==> src/rtl/logic_slice_seq.sv <==
// Multi-cycle bitwise logic unit: evaluates AND/OR/XOR/NOR over DATA_WIDTH bits
// by stepping one shared SLICE_WIDTH-bit slice per clock, least-significant first.
module logic_slice_seq #(
    parameter int DATA_WIDTH  = 32,
    parameter int SLICE_WIDTH = 8
) (
    input  logic                  clk,
    input  logic                  rst,
    input  logic                  flush,
    input  logic                  req_valid,
    output logic                  req_ready,
    input  logic [1:0]            req_op,
    input  logic [DATA_WIDTH-1:0] req_a,
    input  logic [DATA_WIDTH-1:0] req_b,
    output logic                  resp_valid,
    input  logic                  resp_ready,
    output logic [DATA_WIDTH-1:0] resp_data,
    output logic                  resp_zero,
    output logic                  busy
);

    localparam int NSLICES = DATA_WIDTH / SLICE_WIDTH;
    localparam int IDX_W   = (NSLICES > 1) ? $clog2(NSLICES) : 1;
    localparam logic [IDX_W-1:0] LAST_IDX = IDX_W'(NSLICES - 1);

    localparam logic [1:0] OP_AND = 2'b00;
    localparam logic [1:0] OP_OR  = 2'b01;
    localparam logic [1:0] OP_XOR = 2'b10;
    localparam logic [1:0] OP_NOR = 2'b11;

    typedef enum logic [1:0] {
        IDLE = 2'd0,
        RUN  = 2'd1,
        DONE = 2'd2
    } state_t;

    state_t                  state_reg;
    logic [DATA_WIDTH-1:0]   a_reg;
    logic [DATA_WIDTH-1:0]   b_reg;
    logic [1:0]              op_reg;
    logic [IDX_W-1:0]        idx_reg;
    logic [DATA_WIDTH-1:0]   result_reg;
    logic                    req_ready_reg;
    logic                    resp_valid_reg;
    logic                    resp_zero_reg;
    logic                    busy_reg;

    logic [SLICE_WIDTH-1:0]  a_slices [NSLICES];
    logic [SLICE_WIDTH-1:0]  b_slices [NSLICES];
    logic [SLICE_WIDTH-1:0]  slice_a;
    logic [SLICE_WIDTH-1:0]  slice_b;
    logic [SLICE_WIDTH-1:0]  slice_out;
    logic [DATA_WIDTH-1:0]   result_next;

    // Split the captured operands into slice lanes so the shared slice can pick one by index.
    generate
        for (genvar gi = 0; gi < NSLICES; gi++) begin : g_split
            assign a_slices[gi] = a_reg[gi*SLICE_WIDTH +: SLICE_WIDTH];
            assign b_slices[gi] = b_reg[gi*SLICE_WIDTH +: SLICE_WIDTH];
        end
    endgenerate

    assign slice_a = a_slices[idx_reg];
    assign slice_b = b_slices[idx_reg];

    // The single shared gate slice.
    always_comb begin
        slice_out = '0;
        case (op_reg)
            OP_AND:  slice_out = slice_a & slice_b;
            OP_OR:   slice_out = slice_a | slice_b;
            OP_XOR:  slice_out = slice_a ^ slice_b;
            OP_NOR:  slice_out = ~(slice_a | slice_b);
            default: slice_out = '0;
        endcase
    end

    // Result with the current slice merged in; lanes not selected keep their stored value.
    generate
        for (genvar gi = 0; gi < NSLICES; gi++) begin : g_merge
            assign result_next[gi*SLICE_WIDTH +: SLICE_WIDTH] =
                (idx_reg == IDX_W'(gi)) ? slice_out
                                        : result_reg[gi*SLICE_WIDTH +: SLICE_WIDTH];
        end
    endgenerate

    always_ff @(posedge clk) begin
        if (rst) begin
            state_reg      <= IDLE;
            a_reg          <= '0;
            b_reg          <= '0;
            op_reg         <= OP_AND;
            idx_reg        <= '0;
            result_reg     <= '0;
            req_ready_reg  <= 1'b1;
            resp_valid_reg <= 1'b0;
            resp_zero_reg  <= 1'b0;
            busy_reg       <= 1'b0;
        end else begin
            case (state_reg)
                IDLE: begin
                    req_ready_reg <= 1'b1;
                    if (req_valid && !flush) begin
                        a_reg         <= req_a;
                        b_reg         <= req_b;
                        op_reg        <= req_op;
                        idx_reg       <= '0;
                        result_reg    <= '0;
                        req_ready_reg <= 1'b0;
                        busy_reg      <= 1'b1;
                        state_reg     <= RUN;
                    end
                end
                RUN: begin
                    if (flush) begin
                        idx_reg       <= '0;
                        result_reg    <= '0;
                        req_ready_reg <= 1'b1;
                        busy_reg      <= 1'b0;
                        state_reg     <= IDLE;
                    end else begin
                        result_reg <= result_next;
                        idx_reg    <= idx_reg + IDX_W'(1);
                        if (idx_reg == LAST_IDX) begin
                            resp_valid_reg <= 1'b1;
                            resp_zero_reg  <= (result_next == '0);
                            state_reg      <= DONE;
                        end
                    end
                end
                DONE: begin
                    // A flush here either discards the result or races a handshake
                    // that has already delivered it; both end in IDLE.
                    if (flush || resp_ready) begin
                        if (flush) begin
                            result_reg <= '0;
                        end
                        idx_reg        <= '0;
                        resp_valid_reg <= 1'b0;
                        resp_zero_reg  <= 1'b0;
                        req_ready_reg  <= 1'b1;
                        busy_reg       <= 1'b0;
                        state_reg      <= IDLE;
                    end
                end
                default: begin
                    idx_reg        <= '0;
                    resp_valid_reg <= 1'b0;
                    resp_zero_reg  <= 1'b0;
                    req_ready_reg  <= 1'b1;
                    busy_reg       <= 1'b0;
                    state_reg      <= IDLE;
                end
            endcase
        end
    end

    assign req_ready  = req_ready_reg;
    assign resp_valid = resp_valid_reg;
    assign resp_data  = result_reg;
    assign resp_zero  = resp_zero_reg;
    assign busy       = busy_reg;

endmodule

==> config.mk <==
export PLATFORM = sky130hd
export DESIGN_NAME = logic_slice_seq
export DESIGN_NICKNAME = d
export VERILOG_FILES = /design/src/rtl/logic_slice_seq.sv
export SDC_FILE = /design/constraint.sdc
export NUM_CORES = 1
export LEC_CHECK = 0
export CORE_ASPECT_RATIO = 1.1
export CORE_UTILIZATION = 31
export DETAILED_ROUTE_END_ITERATION = 7
export PLACE_DENSITY = 0.5
export SYNTH_ARGS = -nofsm -noshare
export SYNTH_HDL_FRONTEND = slang
export SYNTH_SLANG_ARGS = --single-unit
export TNS_END_PERCENT = 100
==> constraint.sdc <==
create_clock -name clk -period 4.8 [get_ports clk]
set_input_delay 0.96 -clock clk [delete_from_list [all_inputs] [get_ports clk]]
set_output_delay 0.96 -clock clk [all_outputs]
set_load 0.01 [all_outputs]
# After elaboration in Yosys (flattened, before gate mapping)

Index checks and enable logic that the tools add are counted.

Latch bits: 0
Bits in writable memories: 0
Register bits after elaboration: 106
ROM bits: 0
Memories kept: 0

Magnitude comparators: 1
$mul: 0
Equal/unequal tests: 15
Add/sub/neg operators: 1
Shifts and indexed selects: 0
Multiplexer cells: 38
Reduce and logical (&&, ||, !) cells: 15
Bitwise operators: 6
Divide/modulo/power cells: 0

Operator list:

| operator             | number |
|---|---|
| $mux W32             | 4 |
| $pmux W32 S3         | 1 |
| $mux W8              | 8 |
| $bmux W8 S2          | 2 |
| $logic_not A32 Y1    | 1 |
| $pmux W8 S4          | 1 |
| $mux W2              | 6 |
| $ne A2 B2 Y1 const B | 6 |
| $pmux W1 S3          | 4 |
| $pmux W2 S3          | 2 |
| $eq A2 B2 Y1 const B | 5 |
| $mux W1              | 10 |
| $and A8 B8 Y8        | 1 |
| $not A8 Y8           | 1 |
| $or A8 B8 Y8         | 1 |
| $reduce_and A4 Y1    | 2 |
| $xor A8 B8 Y8        | 1 |
| $eq A2 B1 Y1 const B | 3 |
| $logic_not A2 Y1     | 3 |
| $reduce_and A2 Y1    | 3 |
| $reduce_and A3 Y1    | 2 |
| $ge A3 B3 Y1 const B | 1 |
| $ne A3 B3 Y1 const B | 1 |
| $not A2 Y3           | 1 |
| 6 further kinds      | 6 |

# Depth between registers and ports, before layout

Gate-level depths: netlist (run 1).

Depth in word-level cells: 12
Mapped depth: 11
Gate-level depth less buffers: 9

# Worst setup path after synthesis (run 1)

OpenSTA, ideal clock, no wires.

Kind: flip-flop to flip-flop
From: reg idx_reg[0]
To: reg resp_zero_reg (netlist: resp_zero)
Slack: 1335 ps
Cell stages (with the launch flop): 12
Clock period less this slack: 3465 ps
Buffers on the path: 2
Arrival time: 3378 ps
Cell sequence: dfxtp_1 > buf_2 > clkbuf_1 > mux4_2 > inv_1 > ha_1 > mux2i_1 > mux2i_2 > a2111oi_4 > nand4_1 > or4_1 > o31ai_1

Cells in the longest elaborated chain, start to end: 12

RTL lines:

| item                                           | line   | text |
|---|---|---|
| start, declared                                | 41     | `logic [IDX_W-1:0] idx_reg;` |
| start signal, assigned                         | 123    | `idx_reg <= idx_reg + IDX_W'(1);` |
| $not A2 Y3 (implied by the code)               | 63, 64 |  |
| $bmux W8 S2, on equally long branches          | 63, 64 |  |
| $mux W8, on equally long branches (2 in a row) | 63, 64 |  |
| $or A8 B8 Y8                                   | 71, 73 |  |
| $not A8 Y8                                     | 73     | `OP_NOR: slice_out = ~(slice_a \| slice_b);` |
| $pmux W8 S4                                    | 69     | `case (op_reg)` |
| $mux W8                                        | 82     | `(idx_reg == IDX_W'(gi)) ? slice_out` |
| $logic_not A32 Y1                              | 126    | `resp_zero_reg <= (result_next == '0);` |
| $mux W1                                        | 124    | `if (idx_reg == LAST_IDX) begin` |
| $mux W1                                        | 115    | `if (flush) begin` |
| $pmux W1 S3                                    | 100    | `case (state_reg)` |
| end signal, assigned                           | 126    |  |
| end, declared                                  | 45     | `logic resp_zero_reg;` |

Parallel ways exist; a longest one is shown, timed or not. The select of a mux whose other input is x is not followed.
A chain may end at the register's enable or synchronous reset.

# Worst setup path after layout (run 1)

From: reg idx_reg[1]
To: reg resp_zero_reg (netlist: resp_zero)

The elaborated chain is that of the path after synthesis.

==> results of run 1 <==
==> worst max-delay path by stage <==
stage                          start         to  slack [ns]  cells after the start
after CTS                 idx_reg[1]  resp_zero        1.33                      9
after global placement         flush  op_reg[1]        1.32                      8
after floorplan           idx_reg[0]  resp_zero        1.34                     11
final                     idx_reg[1]  resp_zero        1.36                      9
after global routing      idx_reg[1]  resp_zero        1.11                      9
after detailed placement       flush  a_reg[22]        1.29                      8
==> logic make-up (layout without fill, tap and decap cells) <==
group	Yosys count	after routing
flip-flops	106	106
XOR/XNOR	8	8
buffers and inverters	62	146
AO/OA/AOI/OAI	137	137
AND/OR/NAND/NOR	235	235
multiplexers	29	29
adder cells (fa/ha/maj)	20	20
==> cell usage after synthesis, types with 2 or more instances <==
master,count
buf_6,3
and2_1,5
clkbuf_1,26
dfxtp_1,106
nand2b_1,3
or3_1,2
mux2i_1,8
mux4_2,16
nand3b_1,2
xnor2_1,4
a22oi_1,32
a31oi_1,2
nand2_1,139
nor3_1,6
o21a_1,2
a21boi_0,2
mux2_2,3
clkbuf_8,4
nor3b_1,3
nor2_1,60
nor4_1,6
inv_1,20
a21oi_1,85
or4_1,2
o21ai_0,6
xor2_1,3
buf_2,3
buf_1,4
ha_1,20
==> placed cells by master, fill, tap and decap left out, drive strengths merged, types with 6 or more instances in the layout <==
master	instances
nand2	139
dfxtp	106
clkdlybuf4s50	105
a21oi	85
nor2	60
a22oi	32
inv	21
ha	20
mux4	16
clkbuf	12
mux2i	9
o21ai	7
nor4	6
nor3	6
==> metrics by stage <==
stage | hold WS [ns] | total power (W) | area (µm²) | util
finish | 0.454 | 0.00198 | 6520 | 0.411
global route | 0.468 | 0.00207 | 6520 | 0.411
CTS | 0.455 | 0.00200 | 6520 | 0.411
detailed placement | 0.446 | 0.00118 | 6180 | 0.390
global placement | 0.440 | 0.00118 | 6180 | 0.390
floorplan | 0.430 | 0.00109 | 5080 | -
==> worst reg2reg max path: stages, from the launching register on <==
cell and delay (ns):
dfxtp_1 0.99, mux4_2 0.46, inv_1 0.09, ha_1 0.22
mux2_2 0.26, mux2i_1 0.31, a21boi_0 0.24, nand4_1 0.11
or4_1 0.47, o31ai_1 0.22
==> final cells by class <==
class	count	area [µm²]
multi-input cells	429	2650
inverters	21	78.8
clock inverters	4	72.6
repair buffers	109	1080
fillers	1637	9340
well taps	200	250
clock buffers	12	267
flip-flops and latches	106	2120
==> power by group through the flow <==
stage                     logic (W)  clock network (W)  registers (W)
after floorplan            0.000151                  0       0.000937
after global placement     0.000234                  0       0.000945
after detailed placement   0.000238                  0       0.000946
after CTS                  0.000239           0.000840       0.000926
after global routing       0.000261           0.000876       0.000929
final                      0.000236           0.000819       0.000925
==> per-layer routing <==
metal | share of wire | GRT usage | routed length (µm) | vias to the layer above
met1 | 0.44 | 0.201 | 5820 | 2052
met2 | 0.49 | 0.280 | 6510 | 119
met5 | 0 | 0 | 0 | -
met4 | 0.017 | 0.0608 | 230 | 0
met3 | 0.045 | 0.0247 | 596 | 15
li1 | - | - | - | 2196
==> flow_summary.toml, run 1 <==
[setup_path]
crit_family = "multiplexers"
ff2ff_setup_slack_ns = 1.36
r2r_cells = 9
path_buf_inv = 1
r2r-start = "idx_reg[1]"
crit_path_end_kind = "flop"
r2r_end = "resp_zero"
slowest_stage = "dfxtp_1"
required_ns = 5.07
cp_max_fo = 20
worstPathCellList = "mux4_2 > inv_1 > ha_1 > mux2_2 > mux2i_1 > a21boi_0 > nand4_1 > or4_1 > o31ai_1"
crit_path_start_kind = "flop"
critPathMaxStageDelay_ns = 0.99
crit_arrival_ns = 3.71
timing_worst_setup_path_type = "reg2reg"

[final_layout]
area_growth_pct = 28.4
antenna_cells = 0
final_layout_size_suffix_gt1_frac = 0.0705
final_cells = 881
num-nets-final = 767

[logic_synthesis]
synthCells = 597
synth_seq_cells = 106
synth_top_area_frac = 0.418
synth_edf_count = 0
synth_xor_area_frac = 0.0175
synth_top_family_by_area = "simple AND/OR/NAND/NOR gates"
ys.flop_type = "dfxtp_1"
syn_area_um2 = 5080
avgSynthCellArea_um2 = 8.50
synth_compound_area_frac = 0.161
synth_fa_ha_area_frac = 0.0493
async_reset_ff_frac = 0
synth-simple-area-share = 0.194
ys_warn_count = 0
synth_mux_area_frac = 0.0983
seq_area_frac_synth = 0.418
ys_top_cells_by_area = "dfxtp_1, nand2_1, a21oi_1, mux4_2, ha_1"
ys_types = 49
yosys.area.top_type = "dfxtp_1"
syn_nets = 688

[power_and_ir_drop]
peakVddDrop_uv = 160
pwr-share-clk = 0.414
internal_power_w = 0.00152
p_switching_w = 0.000462
seqPwrFrac = 0.467
switching_share = 0.233
p_per_area_nw_per_um2 = 304
p_leak_nw = 2.29
pwr-share-comb = 0.119

[place]
io_buffers = 106
dpl_worst_slack_ns = 1.29
dp.cells = 865
place_congestion = 0.786
hpwl_um = 9440

[routing]
drtIter0Drc = 284
antenna_left = 0
drtPass1Iterations = 5
viasPerCell = 4.97
drc = 0
routed_wl_um = 13200
via_count = 4382
wire_per_inst_um = 14.9

[hold_path]
worstHoldStart = "b_reg[24]"
min_to = "b_reg[24]"
hp-class = "reg2reg"
whs_path_depth = 2

[cts]
h-tree-depth = 3
clk_path_buf_depth = 2
numCtsBuffers = 9
insertion_delay_ns = 0.35
hold_buffers = 0
path_clk_slew_ns = 0.07
post_cts_buffers = 0
cts-root-buf = "clkbuf_16"
post_cts_resized = 0
clock-sinks = 106
cts_tree = "done"

[floorplan]
dieWidth_um = 124
die_h_um = 136
initial_utilization = 0.320
die_area_um2 = 16900
num_rows = 48
coreArea_um2 = 15900
io_pins = 107

[timing]
skew_ns = 0.00680
tightest_slew_ns = 1.09
max_freq_mhz = 290
min_period_ns = 3.44
slew_headroom = 0.273
drv_slew = 0
rsz0062_at_grt = "false"
hold_viol_final = 0
setup_viol = 0
setup_ws_ns = 1.36
final.setup.tns_ns = 0
finalCritPeriodShare = 0.717

[global_routing]
grt-ovfl-total = 0
antenna_found_initial = 0
grtUsageTotal = 0.162
first_global_vias = 4218
grt_pass1_wl_um = 20800
grt_max_degree = 108

[flow_run]
maxCapViolations = 0

[run_status]
status = "finished clean"
(Power assumes the default switching activity.)
==> run 2: changes to the inputs <==
Settings changed: PLACE_DENSITY 0.5 to 0.52.
Clock period 4.8 ns to 2.9 ns, I/O delays scaled along.
==> run 2 against run 1 <==
Effect of this change: core utilization increased by 1.7 points; highest routed layer unchanged; final cell count increased by 2.6%; largest cell class unchanged; register-to-register slack got worse by 1.3 ns; critical endpoint unchanged; count of clock-buffer cells in the layout decreased by 1.
==> flow_summary.toml, run 2 (synthesis gave the netlist of run 1 again) <==
[routing]
via_count = 4512
viasPerCell = 4.99
antenna_left = 0
drtIter0Drc = 245
drtPass1Iterations = 4
drc = 0
routed_wl_um = 13900
wire_per_inst_um = 15.4

[timing]
skew_ns = 0.00890
hold_viol_final = 0
max_freq_mhz = 349
min_period_ns = 2.87
hold_slack_ns = 0.453
tightest_slew_ns = 0.792
drv_slew = 0
setup_viol = 0
rsz0062_at_grt = "true"
finalCritPeriodShare = 0.989
slew_headroom = 0.472
final.setup.tns_ns = 0

[cts]
clk_path_buf_depth = 2
hold_buffers = 0
clock-sinks = 106
cts-root-buf = "clkbuf_16"
cts_tree = "done"
h-tree-depth = 3
insertion_delay_ns = 0.36
path_clk_slew_ns = 0.07
numCtsBuffers = 9

[global_routing]
met2_usage = 0.305
grtUsageTotal = 0.173
grt_max_degree = 77
antenna_found_initial = 0
grt_pass1_wl_um = 22200
grt.busiest_layer = "met2"
globalRouteMet3Util = 0.0298
grt.met1_usage = 0.206
grt-ovfl-total = 0
first_global_vias = 4490

[floorplan]
die_area_um2 = 16900
io_pins = 107
dieWidth_um = 124
coreArea_um2 = 15900
num_rows = 48
die_h_um = 136
initial_utilization = 0.320

[final_layout]
mostFrequentLayoutCell = "nand2_1"
num-nets-final = 790
final_layout_size_suffix_gt1_frac = 0.118
area_growth_pct = 33.8
antenna_cells = 0
layout_common_cells = "nand2_1, dfxtp_1, clkdlybuf4s50_1"

[power_and_ir_drop]
peakVddDrop_uv = 280
p_per_area_nw_per_um2 = 466
power_w = 0.00317
p_leak_nw = 2.40

[hold_path]
hp-class = "reg2reg"

[setup_path]
cp_max_fo = 6
crit_path_start_kind = "flop"
crit_arrival_ns = 3.14
required_ns = 3.17
crit_path_end_kind = "flop"
timing_worst_setup_path_type = "reg2reg"

[flow_run]
maxCapViolations = 0

[run_status]
status = "finished clean"

[place]
io_buffers = 106
hpwl_um = 10200
place_congestion = 0.834
run 2: final timing paths:
check | start | endpoint | slack (ns) | cells after the start
min | b_reg[16] | b_reg[16] | 0.45 | 2
max | idx_reg[0] | resp_zero | 0.03 | 9
max reg2reg | idx_reg[0] | resp_zero | 0.03 | 9
min reg2reg | b_reg[16] | b_reg[16] | 0.45 | 2
run 2: power breakdown:
part	switching [W]	internal (W)	total, W
logic	0.000220	0.000223	0.000442
clock network	0.000561	0.000633	0.00119
registers	0.0000299	0.00150	0.00153
total	0.000811	0.00236	0.00317
run 2: cell type report:
cell class                 count  area [µm²]
fill                        1622        9060
timing repair buffer         132        1330
sequential                   106        2130
tap                          200         250
clock buffer                  11         253
multi-input combinational    429        2720
clock inverter                 5        37.5
inverter                      21        78.8
run 2: worst max-delay path, stage by stage, from the launching register on:
cell	delay (ns)
dfxtp_4	0.38
buf_12	0.13
mux4_2	0.53
inv_1	0.09
ha_1	0.26
mux2_1	0.33
mux2i_2	0.19
a21oi_1	0.11
or4_1	0.54
o31ai_1	0.22
run 2: per-layer routing:
layer,up-vias,part of all wire
li1,2244,-
met1,2136,0.43
met2,117,0.50
met3,15,0.044
met4,0,0.016
met5,-,0
run 2: stage by stage:
stage | setup slack (ns) | area [µm²] | std cells | utilization
2_1_floorplan | 0.0232 | 5110 | 597 | -
3_3_place_gp | 0.0552 | 6370 | 882 | 0.402
3_5_place_dp | -0.0174 | 6370 | 882 | 0.402
4_1_cts | 0.00768 | 6670 | 898 | 0.421
5_1_grt | -0.0893 | 6790 | 904 | 0.429
6_report | 0.0320 | 6790 | 904 | 0.429
run 2: repair_timing:
item	in CTS	in global routing
pin swaps	0	6
buffers inserted	0	5
cloned	0	1
hold endpoints to repair	0	0
setup endpoints to repair	1	1
resized for setup	3	12
==> run 3: changes to the inputs <==
Settings changed: CAP_MARGIN set to 30.
==> results of run 3 <==
No change in the layout: final DEF, timing and power equal those of run 2.
